==> src/rtl/key_input_ctrl_pkg.sv <==
`default_nettype none
// ============================================================================
// Module      : key_input_ctrl_pkg
// Description : Shared types, request bit positions and keycode helpers for
//               the keyboard-to-move-request front end.
// Revision    : 1.0 - initial release
// ============================================================================
package key_input_ctrl_pkg;

    // Repeat engine states for the left/right/down keys
    typedef enum logic [1:0] {
        REP_IDLE   = 2'd0,
        REP_DELAY  = 2'd1,
        REP_REPEAT = 2'd2
    } rep_state_t;

    // Request bit positions; these line up with block_logic's can_move[4:0]
    localparam int REQ_LEFT  = 0;
    localparam int REQ_RIGHT = 1;
    localparam int REQ_DOWN  = 2;
    localparam int REQ_ROT_L = 3;
    localparam int REQ_ROT_R = 4;
    localparam int REQ_W     = 5;

    // Frame counter width inside each repeat engine
    localparam int CNT_W = 6;

    // HID keyboards report 0x01 in every slot when too many keys are down
    localparam logic [7:0] KC_ROLLOVER = 8'h01;

    // True when any of the four key slots carries the given HID code
    function automatic logic kc_has(input logic [31:0] kc, input logic [7:0] code);
        logic hit;
        hit = 1'b0;
        for (int i = 0; i < 4; i++) begin
            if (kc[8*i +: 8] == code) begin
                hit = 1'b1;
            end
        end
        return hit;
    endfunction

endpackage : key_input_ctrl_pkg
`default_nettype wire

==> src/rtl/key_input_ctrl_repeat.sv <==
`default_nettype none
// ============================================================================
// Module      : key_repeat
// Description : Frame-paced auto-shift engine for one key. Emits on the first
//               tick a key is held, optionally waits delay_frames, then emits
//               every period_frames ticks while the key stays held.
// Ports       : Clk           in  system clock
//               Reset         in  asynchronous active-high reset
//               tick          in  one-cycle frame pulse; state only moves here
//               held          in  key is held (already cancelled/filtered)
//               delay_frames  in  ticks before repeating starts (>=2)
//               period_frames in  ticks between repeats (>=1)
//               use_delay     in  0 skips DELAY and repeats straight away
//               emit          out one-cycle request pulse (only on tick)
// Revision    : 1.0 - initial release
// ============================================================================
module key_repeat
    import key_input_ctrl_pkg::*;
(
    input  logic             Clk,
    input  logic             Reset,
    input  logic             tick,
    input  logic             held,
    input  logic [CNT_W-1:0] delay_frames,
    input  logic [CNT_W-1:0] period_frames,
    input  logic             use_delay,
    output logic             emit
);

    rep_state_t       r_state;
    rep_state_t       w_state_nxt;
    logic [CNT_W-1:0] r_cnt;
    logic [CNT_W-1:0] w_cnt_nxt;

    always_ff @(posedge Clk or posedge Reset) begin
        if (Reset) begin
            r_state <= REP_IDLE;
            r_cnt   <= '0;
        end else begin
            r_state <= w_state_nxt;
            r_cnt   <= w_cnt_nxt;
        end
    end

    // The counter holds the number of ticks already spent in the current
    // state, so comparing the pre-increment value against N-1 puts the
    // emit exactly N ticks after entering the state.
    always_comb begin
        w_state_nxt = r_state;
        w_cnt_nxt   = r_cnt;
        emit        = 1'b0;
        if (tick) begin
            if (!held) begin
                w_state_nxt = REP_IDLE;
                w_cnt_nxt   = '0;
            end else begin
                case (r_state)
                    REP_IDLE: begin
                        emit        = 1'b1;
                        w_cnt_nxt   = '0;
                        w_state_nxt = use_delay ? REP_DELAY : REP_REPEAT;
                    end
                    REP_DELAY: begin
                        if (r_cnt == delay_frames - CNT_W'(1)) begin
                            emit        = 1'b1;
                            w_cnt_nxt   = '0;
                            w_state_nxt = REP_REPEAT;
                        end else begin
                            w_cnt_nxt = r_cnt + CNT_W'(1);
                        end
                    end
                    REP_REPEAT: begin
                        if (r_cnt == period_frames - CNT_W'(1)) begin
                            emit      = 1'b1;
                            w_cnt_nxt = '0;
                        end else begin
                            w_cnt_nxt = r_cnt + CNT_W'(1);
                        end
                    end
                    default: begin
                        w_state_nxt = REP_IDLE;
                        w_cnt_nxt   = '0;
                    end
                endcase
            end
        end
    end

endmodule : key_repeat
`default_nettype wire

==> src/rtl/key_input_ctrl.sv <==
`default_nettype none
// ============================================================================
// Module      : key_input_ctrl
// Description : Converts the 32-bit HID keycode word into pending move
//               requests for block_logic. Left/right use DAS/ARR auto-shift,
//               down repeats at DROP_FRAMES, rotations fire on press only.
// Ports       : Clk        in  1   system clock
//               Reset      in  1   asynchronous active-high reset
//               frame_clk  in  1   VGA vertical sync; rising edge = one tick
//               keycode    in  32  four HID key slots, 8'h00 = empty
//               req_ack    in  1   block_logic consumed the pending requests
//               req        out 5   pending requests (left,right,down,rotL,rotR)
//               req_valid  out 1   any request pending
// Revision    : 1.0 - initial release
// ============================================================================
module key_input_ctrl
    import key_input_ctrl_pkg::*;
#(
    parameter int         DAS_FRAMES  = 16,
    parameter int         ARR_FRAMES  = 6,
    parameter int         DROP_FRAMES = 3,
    parameter logic [7:0] KC_LEFT     = 8'h50,
    parameter logic [7:0] KC_RIGHT    = 8'h4F,
    parameter logic [7:0] KC_DOWN     = 8'h51,
    parameter logic [7:0] KC_ROT_L    = 8'h1D,
    parameter logic [7:0] KC_ROT_R    = 8'h1B
) (
    input  logic             Clk,
    input  logic             Reset,
    input  logic             frame_clk,
    input  logic [31:0]      keycode,
    input  logic             req_ack,
    output logic [REQ_W-1:0] req,
    output logic             req_valid
);

    localparam logic [CNT_W-1:0] c_DAS  = CNT_W'(DAS_FRAMES);
    localparam logic [CNT_W-1:0] c_ARR  = CNT_W'(ARR_FRAMES);
    localparam logic [CNT_W-1:0] c_DROP = CNT_W'(DROP_FRAMES);

    logic [31:0]      r_kc_q;
    logic             r_frame_d1;
    logic             r_frame_d2;
    logic             r_rot_l_prev;
    logic             r_rot_r_prev;
    logic [REQ_W-1:0] r_req;

    logic             w_tick;
    logic             w_rollover;
    logic             w_raw_left, w_raw_right, w_raw_down, w_raw_rot_l, w_raw_rot_r;
    logic             w_held_left, w_held_right, w_held_down, w_held_rot_l, w_held_rot_r;
    logic             w_emit_left, w_emit_right, w_emit_down;
    logic [REQ_W-1:0] w_emit;

    // frame_clk is asynchronous to Clk; the first flop synchronises and
    // the pair yields a single-cycle pulse per rising edge.
    assign w_tick = r_frame_d1 & ~r_frame_d2;

    // Key matching on the registered keycode word
    assign w_rollover  = kc_has(r_kc_q, KC_ROLLOVER);
    assign w_raw_left  = kc_has(r_kc_q, KC_LEFT);
    assign w_raw_right = kc_has(r_kc_q, KC_RIGHT);
    assign w_raw_down  = kc_has(r_kc_q, KC_DOWN);
    assign w_raw_rot_l = kc_has(r_kc_q, KC_ROT_L);
    assign w_raw_rot_r = kc_has(r_kc_q, KC_ROT_R);

    // Opposing keys cancel each other; a rollover report releases everything
    assign w_held_left  = ~w_rollover & w_raw_left  & ~w_raw_right;
    assign w_held_right = ~w_rollover & w_raw_right & ~w_raw_left;
    assign w_held_down  = ~w_rollover & w_raw_down;
    assign w_held_rot_l = ~w_rollover & w_raw_rot_l & ~w_raw_rot_r;
    assign w_held_rot_r = ~w_rollover & w_raw_rot_r & ~w_raw_rot_l;

    key_repeat u_rep_left (
        .Clk           (Clk),
        .Reset         (Reset),
        .tick          (w_tick),
        .held          (w_held_left),
        .delay_frames  (c_DAS),
        .period_frames (c_ARR),
        .use_delay     (1'b1),
        .emit          (w_emit_left)
    );

    key_repeat u_rep_right (
        .Clk           (Clk),
        .Reset         (Reset),
        .tick          (w_tick),
        .held          (w_held_right),
        .delay_frames  (c_DAS),
        .period_frames (c_ARR),
        .use_delay     (1'b1),
        .emit          (w_emit_right)
    );

    // Soft drop repeats immediately; delay_frames is ignored with use_delay=0
    key_repeat u_rep_down (
        .Clk           (Clk),
        .Reset         (Reset),
        .tick          (w_tick),
        .held          (w_held_down),
        .delay_frames  (c_DROP),
        .period_frames (c_DROP),
        .use_delay     (1'b0),
        .emit          (w_emit_down)
    );

    always_comb begin
        w_emit            = '0;
        w_emit[REQ_LEFT]  = w_emit_left;
        w_emit[REQ_RIGHT] = w_emit_right;
        w_emit[REQ_DOWN]  = w_emit_down;
        w_emit[REQ_ROT_L] = w_tick & w_held_rot_l & ~r_rot_l_prev;
        w_emit[REQ_ROT_R] = w_tick & w_held_rot_r & ~r_rot_r_prev;
    end

    always_ff @(posedge Clk or posedge Reset) begin
        if (Reset) begin
            r_kc_q       <= '0;
            r_frame_d1   <= 1'b0;
            r_frame_d2   <= 1'b0;
            r_rot_l_prev <= 1'b0;
            r_rot_r_prev <= 1'b0;
            r_req        <= '0;
        end else begin
            r_kc_q     <= keycode;
            r_frame_d1 <= frame_clk;
            r_frame_d2 <= r_frame_d1;
            // Rotation history is per tick, not per clock
            if (w_tick) begin
                r_rot_l_prev <= w_held_rot_l;
                r_rot_r_prev <= w_held_rot_r;
            end
            // New emits are OR-ed after the ack clear so they are never lost
            r_req <= (req_ack ? '0 : r_req) | w_emit;
        end
    end

    assign req       = r_req;
    assign req_valid = |r_req;

endmodule : key_input_ctrl
`default_nettype wire

==> config.mk <==
export PLATFORM = sky130hd
export DESIGN_NAME = key_input_ctrl
export DESIGN_NICKNAME = d
export VERILOG_FILES = /design/src/rtl/key_input_ctrl_pkg.sv /design/src/rtl/key_input_ctrl_repeat.sv /design/src/rtl/key_input_ctrl.sv
export SDC_FILE = /design/constraint.sdc
export NUM_CORES = 1
export LEC_CHECK = 0
export CORE_ASPECT_RATIO = 0.6
export CORE_UTILIZATION = 40
export CTS_CLUSTER_DIAMETER = 150
export DETAILED_ROUTE_END_ITERATION = 8
export GPL_ROUTABILITY_DRIVEN = 0
export GPL_TIMING_DRIVEN = 0
export SLEW_MARGIN = 10
export SYNTH_ARGS = -nofsm -noshare
export SYNTH_HDL_FRONTEND = slang
export SYNTH_SLANG_ARGS = --single-unit
==> constraint.sdc <==
create_clock -name Clk -period 5.3 [get_ports Clk]
set_clock_uncertainty 0.2 [all_clocks]
set_input_delay 1.06 -clock Clk [delete_from_list [all_inputs] [get_ports Clk]]
set_output_delay 1.06 -clock Clk [all_outputs]
set_load 0.1 [all_outputs]
# After elaboration in Yosys (flattened, before gate mapping)
# Cells that the tools add are included.
# totals
regBits	65
word_cells	146
output_inout_bits	6
# op_classes
bitwise_logic	23
reduce_logical	8
eq_ne	41
muxes	59
addsub	3
# op_table
op	n
equality test 8 x 7 -> 1 bit (second input constant)	12
equality test 8 x 5 -> 1 bit (second input constant)	8
two-way mux 6 bit	9
two-way mux 1 bit	35
equality test 8 x 1 -> 1 bit (second input constant)	4
case mux 6 bit (2 select lines)	2
adder 6 x 1 -> 6 bit (second input constant)	3
case mux 2 bit (3 select lines)	3
bitwise AND 1 bit	14
equality test 6 x 3 -> 1 bit (second input constant)	2
equality test 6 x 4 -> 1 bit (second input constant)	2
two-way mux 2 bit	6
inequality test 3 bit (second input constant)	3
AND reduction 3 bit	3
NOT 1 bit	8
equality test 2 x 1 -> 1 bit (second input constant)	3
equality test 2 bit (second input constant)	3
equality test 6 x 2 -> 1 bit (second input constant)	1
logical NOT 2 bit	3
inequality test 2 bit (second input constant)	3
case mux 1 bit (3 select lines)	2
two-way mux 5 bit	1
OR 5 bit	1
OR reduction 5 bit	1
2 further kinds	2

# Longest topological paths before layout
# Gate-level depths: netlist of the first run.
# depth
depth_word	11
mapped_depth	8
depth_no_buf	8

# Modules after synthesis
# A second synthesis of the first run with hierarchy kept.
# unflattened
cells_unflattened	439
area_unflattened_um2	4222.8
# by_module_without_submodules
module	cells_per_inst	seq_area_each_um2	area_per_inst_um2	n_inst
key_repeat	104	200.2	865.8	3
key_input_ctrl	127	1026.0	1625.3	1

# Worst setup path before layout of the first run
# No wires, ideal clock.
# synth_timing
path_type	reg-to-output
startpoint	reg r_req[3], in the netlist req[3]
endpoint	out req_valid
setup_slack_ns	2.298
stages_incl_launch_ff	3
t_arrival_ns	1.742
cell_sequence	dfrtp_1 -> nor3_1 -> nand2_1
# synth_via
elab_chain_len	1
# synth_lines
item	line	rtl
from (decl)	key_input_ctrl.sv:46	logic [REQ_W-1:0] r_req;
from (signal assigned)	key_input_ctrl.sv:135	r_req <= (req_ack ? '0 : r_req) | w_emit;
OR reduction 5 bit	key_input_ctrl.sv:140	assign req_valid = |r_req;
to (decl)	key_input_ctrl.sv:34	output logic req_valid
# No other way between the ends.

# Worst setup path after layout of the first run
# Same ends and word-level chain as after synthesis.

==> reports/qor.tcl, run 1 <==
set qor(outcome) {finished clean}
set qor(tritoncts_num_sinks) 64
set qor(synth_flop_type) {dfrtp_1}
set qor(synth_nets) 340
set qor(synth-edff-count) 0
set qor(regToRegSetupSlack_ns) 2.80
set qor(h-tree-depth) 3
set qor(tns_ns) 0
set qor(worstReg2RegStart) {r_kc_q[20]}
set qor(cts_root_buffer) {clkbuf_16}
set qor(setup-violations-final) 0
set qor(clock_tree.buffer_depth) 2
set qor(yosysMostFrequentCell) {dfrtp_1}
set qor(drtPass1Iterations) 4
set qor(crit_path_max_fanout) 3
set qor(hpwl_um) 4990
set qor(synth.cells.most_frequent) {64 x dfrtp_1, 31 x nand2_1, 20 x nor2_1, 18 x inv_1, 16 x ha_1}
set qor(synth_largest_area_cell) {dfrtp_1}
set qor(power_density_mw_per_mm2) 291
set qor(number_of_antenna_violations_at_the_first_check_in_global_routing) 0
set qor(layout-drive-gt1-share_pct) 7.85
set qor(wire_per_inst_um) 15.4
set qor(floorplan.initialDensity_pct) 41.8
set qor(io_buffer_count) 41
set qor(hold_start) {r_frame_d1}
set qor(placementRows) 24
set qor(holdPathEnd) {r_frame_d2}
set qor(post_synth_main_area_contributors) {dfrtp_1 52%, ha_1 6.5%, nand2_1 3.8%}
set qor(crit_path_slowest_cell) {clkdlybuf4s50_1}
set qor(worstPathArrival_ns) 1.97
set qor(min-delay-path-class) {reg2reg}
set qor(clock.fmax_ghz) 0.309
set qor(post_synth_num_cell_types) 51
set qor(antenna_cells) 0
set qor(startpoint_type) {register}
set qor(time_the_worst_path_needs_with_i_o_delays_and_setup_ns) 3.23
set qor(synthArstFlopShare_pct) 100
set qor(die_width_um) 115
set qor(tritoncts) {yes}
set qor(period_share_pct) 61.0
set qor(drcViolationCount) 0
set qor(irDropWorstVdd_mv) 0.169
set qor(cts.hold.buffers_added) 0
set qor(synth.top_cell.area_share_pct) 52.1
set qor(yosysSeqAreaShare_pct) 52.1
set qor(first_global_vias) 2321
set qor(grt_overflow) 0
set qor(clk-insertion-delay-late_ns) 0.33
set qor(worst_setup_hold_path_clk_slew_ns) 0.05
set qor(cellLeakagePower_nw) 1.64
set qor(slew_headroom_pct) 35.4
set qor(globalRouteTotalUtil_pct) 19.6
set qor(cell_count_after_synthesis) 288
set qor(crit_path_max_incr_delay_ns) 1.12
set qor(final_antenna_net_count) 0
set qor(num-nets-final) 393
set qor(drt_iter0_markers) 201
set qor(max_cap_viols) 0
set qor(synth_area_mm2) 0.00308
set qor(routed_wirelength_um) 6920
set qor(fp.dieH_um) 69.9
set qor(timing.final.hold_violations) 0
set qor(fillCellCount) 650
set qor(num_io_pins) 42
set qor(grt_setup_unrepaired) {no}
set qor(end_kind) {output pin}
set qor(r2r_end) {u_rep_left.r_cnt[3]}
set qor(slew_viol_final) 0
set qor(cts_repair_resize_count) 0
set qor(route.vias.total) 2374
set qor(core_region_area_mm2) 0.00736
set qor(cts.repair_timing.setup_buffer_count) 0
set qor(yosys_warnings) 0
set qor(hold_depth) 0
set qor(tightest_slew_ns) 0.967
set qor(rr_worst_depth) 7
set qor(yosys_register_bits) 64
set qor(area_growth_pct) 27.5
set qor(required_ns) 4.04
set qor(vias_per_cell) 5.30
set qor(avgSynthCellArea_um2) 10.7
set qor(tritoncts_buffers) 9
set qor(setup.worst_path.class) {reg2out}
set qor(die-area_mm2) 0.00805
set qor(pin_count_of_the_biggest_net_entering_global_routing) 65
set qor(global_route_wire_length_before_repair_um) 11700
set qor(finish.utilization_pct) 53.3
set qor(path_cells) {nor3_1, nand2_1, clkdlybuf4s50_1}
[per-stage QoR]
| stage | instance area [um^2] | hold WS (ns) | setup slack, ns | total power [mW] | std cells |
|---|---|---|---|---|---|
| CTS | 3920 | 0.196 | 2.04 | 1.16 | 448 |
| global placement | 3620 | 0.185 | 1.26 | 0.592 | 433 |
| floorplan | 3080 | 0.168 | 2.30 | 0.552 | 288 |
| global route | 3920 | 0.219 | 1.97 | 1.19 | 448 |
| detailed placement | 3650 | 0.190 | 2.39 | 0.595 | 434 |
| finish | 3920 | 0.190 | 2.07 | 1.14 | 448 |
[report_power, final]
group / leakage [nW] / switching, mW / internal [mW]
logic: 0.688 / 0.0339 / 0.0358
clock network: 0.134 / 0.201 / 0.356
registers: 0.815 / 0.0130 / 0.504
[routing by layer]
layer	global-route usage [%]	wire (um)
met2	24.7	2650
met1	30.6	3810
met4	5.48	52
met3	7.20	407
met5	0	0
[layout by cell type (no fill, tap or decap), drive strengths merged, types with 7 or more instances in the layout]
| cell type | instances |
|---|---|
| nand3 | 8 |
| nand4 | 10 |
| clkdlybuf4s50 | 41 |
| nand2 | 31 |
| inv | 18 |
| ha | 16 |
| dfrtp | 64 |
| nor2 | 20 |
| a21oi | 9 |
| o21ai | 9 |
| nand3b | 7 |
| or3 | 8 |
| clkbuf | 14 |
[worst max-delay path: cells and delay by family, from the launching register on]
kind,cells,cell delay (ns)
simple gates,2,0.13
buf+inv,1,1.12
flops,1,0.39
[cell type report]
cell class,instances,area (um^2),area share [%]
multi-input combinational,201,1380,35.2
buffer,5,26.3,0.670
tap,104,130,3.32
clock inverter,4,47.5,1.21
sequential,64,1600,40.8
clock buffer,10,229,5.84
timing repair buffer,42,438,11.2
inverter,18,70.1,1.79
[worst max-delay path by stage]
stage / cells past startpoint / to / slack (ns) / start
after detailed placement: 3 / req_valid / 2.39 / req[3]
after CTS: 3 / req_valid / 2.04 / req[3]
after global placement: 2 / u_rep_right.r_cnt[4] / 1.26 / Reset
after global routing: 3 / req_valid / 1.97 / req[3]
final: 3 / req_valid / 2.07 / req[3]
after floorplan: 2 / req_valid / 2.30 / req[3]
[cells by family (layout without fill, tap and decap cells)]
group,after synthesis,after routing,synth area share (%)
adders and majority gates,16,16,6.51
buffers and inverters,23,79,3.05
muxes,3,3,1.02
AOI/OAI and AO/OA,49,49,11.4
and+or+nand+nor,133,133,26.0
DFF,64,64,52.1
[state kept, by name, indices dropped and copies added (netlist names)]
register / cells
u_rep_right.r_state: 2
u_rep_right.r_cnt: 6
u_rep_down.r_cnt: 6
u_rep_left.r_cnt: 6
u_rep_left.r_state: 2
req: 5
r_rot_l_prev: 1
r_rot_r_prev: 1
r_frame_d1: 1
u_rep_down.r_state: 1
r_kc_q: 32
r_frame_d2: 1
No activity file was read; power rests on OpenSTA's default activity.
==> inputs of run 2 (changes only) <==
- clock period: 5.3 -> 3.3 ns (I/O delays scaled with it)
==> results of run 2 <==
Same layout as run 1 (identical final DEF). Status: finished clean.
Among the figures that moved: setup slack after placement 2.39 ns -> 0.789 ns; setup slack after layout 2.07 ns -> 0.466 ns; register-to-register setup slack 2.80 ns -> 0.80 ns; total power 1.14 mW -> 1.84 mW; worst IR drop on VDD 0.169 mV -> 0.271 mV
